File: config.mk
export PLATFORM = sky130hd
export DESIGN_NAME = instr_fetch_queue
export DESIGN_NICKNAME = d
export VERILOG_FILES = /design/src/rtl/instr_fetch_queue.sv
export SDC_FILE = /design/constraint.sdc
export NUM_CORES = 1
export LEC_CHECK = 0
export ABC_CLOCK_PERIOD_IN_PS = 3100
export CORE_MARGIN = 2
export CORE_UTILIZATION = 50
export CTS_BUF_LIST = sky130_fd_sc_hd__clkbuf_4 sky130_fd_sc_hd__clkbuf_8
export CTS_CLUSTER_DIAMETER = 80
export DETAILED_ROUTE_END_ITERATION = 16
export PLACE_DENSITY_LB_ADDON = 0.12
export SLEW_MARGIN = 20
export SYNTH_ARGS = -nofsm -noshare
export SYNTH_HDL_FRONTEND = slang
export SYNTH_SLANG_ARGS = --single-unit
File: constraint.sdc
create_clock -name clk -period 3.1 [get_ports clk]
set_input_delay 0.62 -clock clk [delete_from_list [all_inputs] [get_ports clk]]
set_output_delay 0.62 -clock clk [all_outputs]
set_load 0.01 [all_outputs]
File: src/rtl/instr_fetch_queue.sv
// Instruction-fetch front end: issues one word read at a time to instruction
// memory and buffers returned instructions with their PCs for the decoder.
module instr_fetch_queue #(
  parameter int ADDR_W = 32,
  parameter int DATA_W = 32,
  parameter int DEPTH  = 4
) (
  input  logic              clk,
  input  logic              reset,
  input  logic              redirect_valid,
  input  logic [ADDR_W-1:0] redirect_pc,
  output logic              mem_req,
  output logic [ADDR_W-1:0] mem_addr,
  input  logic              mem_ack,
  input  logic [DATA_W-1:0] mem_rdata,
  output logic              instr_valid,
  output logic [DATA_W-1:0] instr_data,
  output logic [ADDR_W-1:0] instr_pc,
  input  logic              instr_ready
);

  localparam int PW = $clog2(DEPTH);

  localparam logic [1:0] S_IDLE = 2'd0;
  localparam logic [1:0] S_WAIT = 2'd1;
  localparam logic [1:0] S_DROP = 2'd2;

  logic [1:0]                        r_state;
  logic [ADDR_W-1:0]                 r_fetch_pc;
  logic                              r_mem_req;
  logic [ADDR_W-1:0]                 r_mem_addr;
  logic [PW:0]                       r_count;
  logic [PW-1:0]                     r_wptr;
  logic [PW-1:0]                     r_rptr;
  logic [DEPTH-1:0][DATA_W-1:0]      r_data;
  logic [DEPTH-1:0][ADDR_W-1:0]      r_pc;

  logic              w_busy;
  logic              w_space;
  logic              w_push;
  logic              w_pop;
  logic [ADDR_W-1:0] w_redir_pc;

  assign w_busy     = (r_state != S_IDLE);
  // The outstanding read reserves a slot so a full FIFO never sees a push.
  assign w_space    = ({1'b0, r_count} + (PW+2)'(w_busy)) < (PW+2)'(DEPTH);
  assign w_redir_pc = redirect_pc & ~ADDR_W'(3);
  assign w_push     = (r_state == S_WAIT) && mem_ack && !redirect_valid;
  assign w_pop      = instr_valid && instr_ready && !redirect_valid;

  assign mem_req     = r_mem_req;
  assign mem_addr    = r_mem_addr;
  assign instr_valid = (r_count != '0);
  assign instr_data  = r_data[r_rptr];
  assign instr_pc    = r_pc[r_rptr];

  always_ff @(posedge clk or negedge reset) begin
    if (!reset) begin
      r_state    <= S_IDLE;
      r_fetch_pc <= '0;
      r_mem_req  <= 1'b0;
      r_mem_addr <= '0;
    end else begin
      case (r_state)
        S_IDLE: begin
          if (w_space && !redirect_valid) begin
            r_state    <= S_WAIT;
            r_mem_req  <= 1'b1;
            r_mem_addr <= r_fetch_pc;
          end
        end
        S_WAIT: begin
          if (mem_ack) begin
            r_state   <= S_IDLE;
            r_mem_req <= 1'b0;
            if (!redirect_valid) r_fetch_pc <= r_fetch_pc + ADDR_W'(4);
          end else if (redirect_valid) begin
            r_state <= S_DROP;
          end
        end
        S_DROP: begin
          // Request stays up on the old address; its data is thrown away.
          if (mem_ack) begin
            r_state   <= S_IDLE;
            r_mem_req <= 1'b0;
          end
        end
        default: begin
          r_state   <= S_IDLE;
          r_mem_req <= 1'b0;
        end
      endcase
      if (redirect_valid) r_fetch_pc <= w_redir_pc;
    end
  end

  always_ff @(posedge clk or negedge reset) begin
    if (!reset) begin
      r_count <= '0;
      r_wptr  <= '0;
      r_rptr  <= '0;
      r_data  <= '0;
      r_pc    <= '0;
    end else if (redirect_valid) begin
      r_count <= '0;
      r_wptr  <= '0;
      r_rptr  <= '0;
    end else begin
      if (w_push) begin
        r_data[r_wptr] <= mem_rdata;
        r_pc[r_wptr]   <= r_mem_addr;
        r_wptr         <= r_wptr + PW'(1);
      end
      if (w_pop) r_rptr <= r_rptr + PW'(1);
      case ({w_push, w_pop})
        2'b10:   r_count <= r_count + (PW+1)'(1);
        2'b01:   r_count <= r_count - (PW+1)'(1);
        default: r_count <= r_count;
      endcase
    end
  end

endmodule

==> metrics.txt, run 1 <==
Tmin final around 3 ns; YS warnings 0; critical path class flip-flop to output pin; wirelength, routed between 20000 and 30000 microns; period utilization 97.0%; count of input and output buffers 160; met1 Use GR between 30% and 40%; post-DR wirelength/cell 19.2 microns; Initial DRC Count 398; DRT Pass-1 Iters 4; cts hold-fix bufs 0; Clk pin slew, worst setup/hold paths 0.06 ns; post-synthesis sequential area ratio between 50% and 60%; Max IR drop VDD between 400 and 500 uV; CTS tree yes; Setup crit end kind output pin; area delta synth->final 25.6%; pwr/cell area approximately 890 mW/mm^2; Antenna diodes 0; Initial Util between 50 and 60%; layout cells sized above 1 just over 40%; Inserted Clock Buffers 54; prevailing post-synth register cell dfrtp_1; via count between 8000 and 9000; largest net degree at the start of global routing 86; max_cap viols 0; clk buf depth 3; Yosys top cell area share around 56%; cells after synthesis 934; number of setup violations in the final report 0; clk_lat worst skew roughly 0.56 ns; dpl hpwl ~19000 microns; Synth Cell Area about 0.014 sq mm; Die ar. 0.0295 sq mm; H-tree depth 2; fmax around 330 MHz; dominant cell type by area after synthesis dfrtp_1; Worst Path Max Fanout 4; most common cell after layout, fill and taps aside dfrtp_1; EDFF count, synth 0; max_slew headroom 46.9%; Yosys reg bits between 300 and 400; Via density roughly 5.5; nets@finish 1211; Fin Clk Skew 0.0211 ns; total gr overflow 0; # rows ~60; Crit path arrival time 2.39 ns; Die Span Y approximately 170 microns; Mean Syn Cell Area 15.1 sq um; outcome finished clean; hold crit path type primary input to asynchronous set/reset pin; most frequent cells in the layout 316 x dfrtp_1, 278 x mux2_2, 158 x clkdlybuf4s50_1; GR peak layer met2; final hold violation count 0; Core Util, Final 63.7%; chip width approximately 170 microns; ys async rst share 100%; # IOs about 170; Slew Limit Fails 0; DRC viols 0; Tot Pwr 15.8 mW; required time at the worst-slack endpoint about 2.5 ns; met2 Usage GRT roughly a third; first-pass GRT wire length roughly 48000 microns; ANT nets after route 0; Floorplan Core Area approximately 0.028 sq mm; leakage power between 7 and 8 nW; Distinct cells, synth between 40 and 50; initial antenna violation count 0; synth top area cells dfrtp_1 56%, mux2_2 22%, mux4_2 9.9%; CP Launch Type flip-flop; vias in the first global route approximately 9000; met3 global-route usage 3.50%; worst slew pin tran 0.793 ns; gr usage total about a fifth; CTS Sinks about 320; GPL Wtd Cong around 0.76; Root Driver clkbuf_8
-- critical path, stage by stage, from the launching register on --
cell	delay [ns]
dfrtp_4	0.46
buf_2	0.19
buf_4	0.16
mux4_2	0.52
clkdlybuf4s50_1	0.50
-- where the power goes --
part	internal [mW]	total [mW]	leakage [nW]	switching [mW]
clock	2.37	3.97	0.641	1.60
combinational	3.57	5.61	3.21	2.05
sequential	5.31	6.18	4.13	0.869
total	11.2	15.8	7.98	4.52
-- repair_timing --
action	4_1_cts	5_1_grt
buffers inserted	4	4
resized for setup	0	1
endpoints found under the setup margin	49	12
-- layout make-up --
type | count | area (sq um)
multi-input combinational | 552 | 5880
inverter | 9 | 33.8
fill | 2183 | 10100
clock buffer | 96 | 1180
clock inverter | 2 | 10.0
timing repair buffer | 198 | 2140
sequential | 318 | 7970
tap | 378 | 473
-- cell usage after synthesis (2+ instances only) --
| master | count |
|---|---|
| a21oi_1 | 2 |
| a31oi_1 | 14 |
| and2_1 | 2 |
| and3_1 | 5 |
| and4_1 | 3 |
| buf_2 | 6 |
| buf_4 | 4 |
| buf_6 | 2 |
| clkbuf_1 | 45 |
| dfrtp_1 | 318 |
| ha_1 | 8 |
| inv_1 | 9 |
| mux2_2 | 278 |
| mux2i_1 | 3 |
| mux4_2 | 62 |
| nand2_1 | 29 |
| nand3_1 | 12 |
| nand4_1 | 12 |
| nor2_1 | 23 |
| nor2b_1 | 3 |
| nor3_1 | 9 |
| nor3b_1 | 2 |
| nor4_1 | 3 |
| o21ai_0 | 23 |
| o31ai_1 | 8 |
| or3_1 | 8 |
| or4_1 | 9 |
| or4_4 | 2 |
| or4b_1 | 2 |
| xnor2_1 | 12 |
| xor2_1 | 4 |
-- state kept, by name, summed over array words and instances (netlist names) --
register    cells
mem_addr       30
mem_req         1
r_count         3
r_data        128
r_fetch_pc     30
r_pc          120
r_rptr          2
r_state         2
r_wptr          2
-- layer usage --
layer / up-vias / part of all wire (%)
met5: - / 0
met4: 0 / 1.7
met3: 39 / 4.3
met2: 181 / 48
met1: 4427 / 46
li1: 3900 / -
-- worst paths after layout --
kind	start	endpoint	slack, ns	depth (start not counted)
worst max-delay path	r_rptr[0]	instr_pc[11]	0.09	4
worst max register to register	r_state[1]	r_pc[67]	0.57	7
worst min register to register	r_data[83]	r_data[83]	0.50	1
max in group asynchronous	reset	r_pc[98]	2.24	2
worst min-delay path	reset	r_data[66]	0.08	1
min in group clk	r_data[83]	r_data[83]	0.50	1
-- per-stage QoR --
stage	hold WS (ns)	instances	setup slack [ns]	instance area (sq um)	TNS [ns]
final	0.0798	1553	0.0927	17700	0
after global routing	0.106	1553	-0.000284	17700	-0.000284
after CTS	0.0764	1549	0.0198	17600	0
after detailed placement	0.487	1447	0.153	16400	0
after global placement	0.480	1447	0.193	16400	0
after floorplan	0.324	937	0.622	14100	0
-- kinds of logic (layout without fill, tap and decap cells) --
group / count (synthesis) / after routing / share of synthesized area [%]
muxes: 343 / 343 / 32.4
DFF: 318 / 318 / 56.5
and+or+nand+nor: 127 / 127 / 4.93
buffers and inverters: 67 / 305 / 2.05
AOI/OAI and AO/OA: 53 / 53 / 2.29
xor gates and xnor gates: 16 / 16 / 0.995
adders and majority gates: 9 / 9 / 0.853
other: 1 / 4 / 0.0266
No activity file was read; power rests on OpenSTA's default activity.
==> run 2, diff against run 1 <==
- CORE_ASPECT_RATIO: default -> 1.5
==> run 2 against run 1 <==
Flip-flop and latch count did not move. Global-route usage up 0.35 points. Register-to-register slack improved by 0.07 ns. Total power decreased by 3.1%. Combinational power down 2%. Highest routed layer unchanged.
==> metrics.txt, run 2 (same netlist as run 1, synthesis figures left out) <==
critical path class flip-flop to output pin; CTS tree yes; Inserted Clock Buffers 49 (-9.3%); wirelength, routed 30200 microns (+1.3%); Reg area 0.00797 sq mm (unchanged); Floorplan Core Area 0.0279 sq mm (+0.32%); Die ar. 0.0296 sq mm (about the same); Worst Path Max Fanout 13 (+9); Setup crit end kind output pin; max FFs per register 128 (unchanged); fmax 331 MHz (-0.35%); # rows 75 (+23%); cts hold-fix bufs 0 (unchanged); max_slew headroom 52.1% (+5.2 points); min setup slack post-route 0.0822 ns (-0.0105 ns); clk_lat worst skew 0.58 ns (+0.02 ns); outcome finished clean; clk buf depth 3 (unchanged); leakage power 7.86 nW (-1.5%); Final Hold Slack 0.0607 ns (-0.0191 ns); number of setup violations in the final report 0 (unchanged); first-pass GRT wire length 49100 microns (+2.2%); Slew Limit Fails 0 (unchanged); most common cell after layout, fill and taps aside dfrtp_1; Place WS 0.208 ns (+0.0543 ns); required time at the worst-slack endpoint 2.48 ns (about the same); worst reg2reg startpoint r_state[1]; chip width 141 microns (-18%); Fillers 2191 (+0.37%); Root Driver clkbuf_8; Initial DRC Count 318 (-20%); RSZ-0062 raised after global routing true; worst slew pin tran 0.715 ns (-0.0777 ns); gr usage total 21.2% (+0.35 points); total gr overflow 0 (unchanged); Max IR drop VDD 641 uV (+50%); Via density 5.71 (+3.8%); period utilization 97.3% (+0.34 points); dpl hpwl 19300 microns (+1.0%); max_cap viols 0 (unchanged); CTS Sinks 318 (unchanged); pwr/cell area 878 mW/mm^2 (-1.4%); CP startpoint r_rptr[0]; hold crit path type primary input to asynchronous set/reset pin; Crit path arrival time 2.40 ns (about the same); Die Span Y 210 microns (+22%); DRT Pass-1 Iters 6 (+2); most frequent cells in the layout 316 x dfrtp_1, 278 x mux2_2, 153 x clkdlybuf4s50_1; nets@finish 1199 (-0.99%); layout cells sized above 1 40.4% (-1.0 points); H-tree depth 2 (unchanged); Clk pin slew, worst setup/hold paths 0.06 ns (about the same); via count 8578 (+0.36%); Top reg by flops r_data; area delta synth->final 23.5%; initial antenna violation count 1 (+1); ANT nets after route 0 (unchanged); biggest registers after layout r_data (128), r_pc (120); GPL Wtd Cong 0.804 (+5.5%); count of input and output buffers 160 (unchanged); final hold violation count 0 (unchanged); vias in the first global route 9021 (+1.2%); area of the multi-input gates 0.00588 sq mm (unchanged); Fin Clk Skew 0.0261 ns (+0.00497 ns); Tot Pwr 15.3 mW (-3.1%); Initial Util 50.5% (-0.16 points); CP Launch Type flip-flop; # IOs 167 (unchanged); largest net degree at the start of global routing 87 (+1.2%); post-DR wirelength/cell 20.1 microns (+4.7%); Tmin final 3.02 ns (+0.0105 ns); DRC viols 0 (unchanged)
[run 2: cell types whose count changed in the layout (fill, tap and decap cells not counted), moves of 2 or more]
cell,before,now
dlymetal6s2s_1,1,3
clkinv_2,2,4
clkinvlp_4,0,2
buf_12,20,13
clkbuf_4,22,16
clkbuf_8,74,62
dlygate4sd2_1,0,3
clkdlybuf4s50_1,158,153
buf_4,17,15
[run 2: per-layer routing]
metal | up-vias | share of wire, % | GRT usage, %
li1 | 3862 | - | -
met1 | 4460 | 42 | 27.6
met2 | 205 | 52 | 36.3
met3 | 51 | 3.9 | 3.63
met4 | 0 | 2.6 | 7.21
met5 | - | 0 | 0
[run 2: critical path, cell delays in order, from the launching register on]
cell and delay (ns):
dfrtp_4 0.52, buf_6 0.25, mux4_2 0.55, clkdlybuf4s50_1 0.49
[run 2: layout make-up]
cell class	instances	share of cell area [%]
diodes	1	0.0144
clock buffers	78	5.60
clock inverters	7	0.374
inverters	9	0.194
multi-input cells	552	33.8
flip-flops and latches	318	45.8
well taps	346	2.49
repair buffers	191	11.7
[run 2: where the power goes]
group | total, mW | switching (mW) | leakage, nW | internal [mW]
Clock | 3.64 | 1.57 | 0.549 | 2.06
Sequential | 6.17 | 0.861 | 4.13 | 5.31
Combinational | 5.47 | 2.00 | 3.18 | 3.47
Total | 15.3 | 4.44 | 7.86 | 10.8
[run 2: path summary, 6_finish.rpt]
kind                                       end  slack [ns]  cells after the start
worst max-delay path            instr_data[31]        0.08                      3
min in group clk                    r_data[91]        0.50                      1
max in group asynchronous            r_pc[115]        2.19                      2
worst min register to register      r_data[91]        0.50                      1
worst min-delay path                r_data[48]        0.06                      1
worst max register to register      r_data[74]        0.64                      7
[run 2: timing repair]
action	4_1_cts	5_1_grt
buffers inserted	3	0
endpoints found under the setup margin	61	5
resized for setup	5	3
[run 2: per-stage QoR]
| step | util [%] | setup TNS [ns] | instance area [sq um] | instances |
|---|---|---|---|---|
| after floorplan | - | 0 | 14100 | 937 |
| after global placement | 58.5 | 0 | 16300 | 1413 |
| after detailed placement | 58.5 | 0 | 16300 | 1413 |
| after CTS | 62.4 | -0.000875 | 17400 | 1501 |
| after global routing | 62.4 | -0.0110 | 17400 | 1502 |
| final | 62.4 | 0 | 17400 | 1502 |
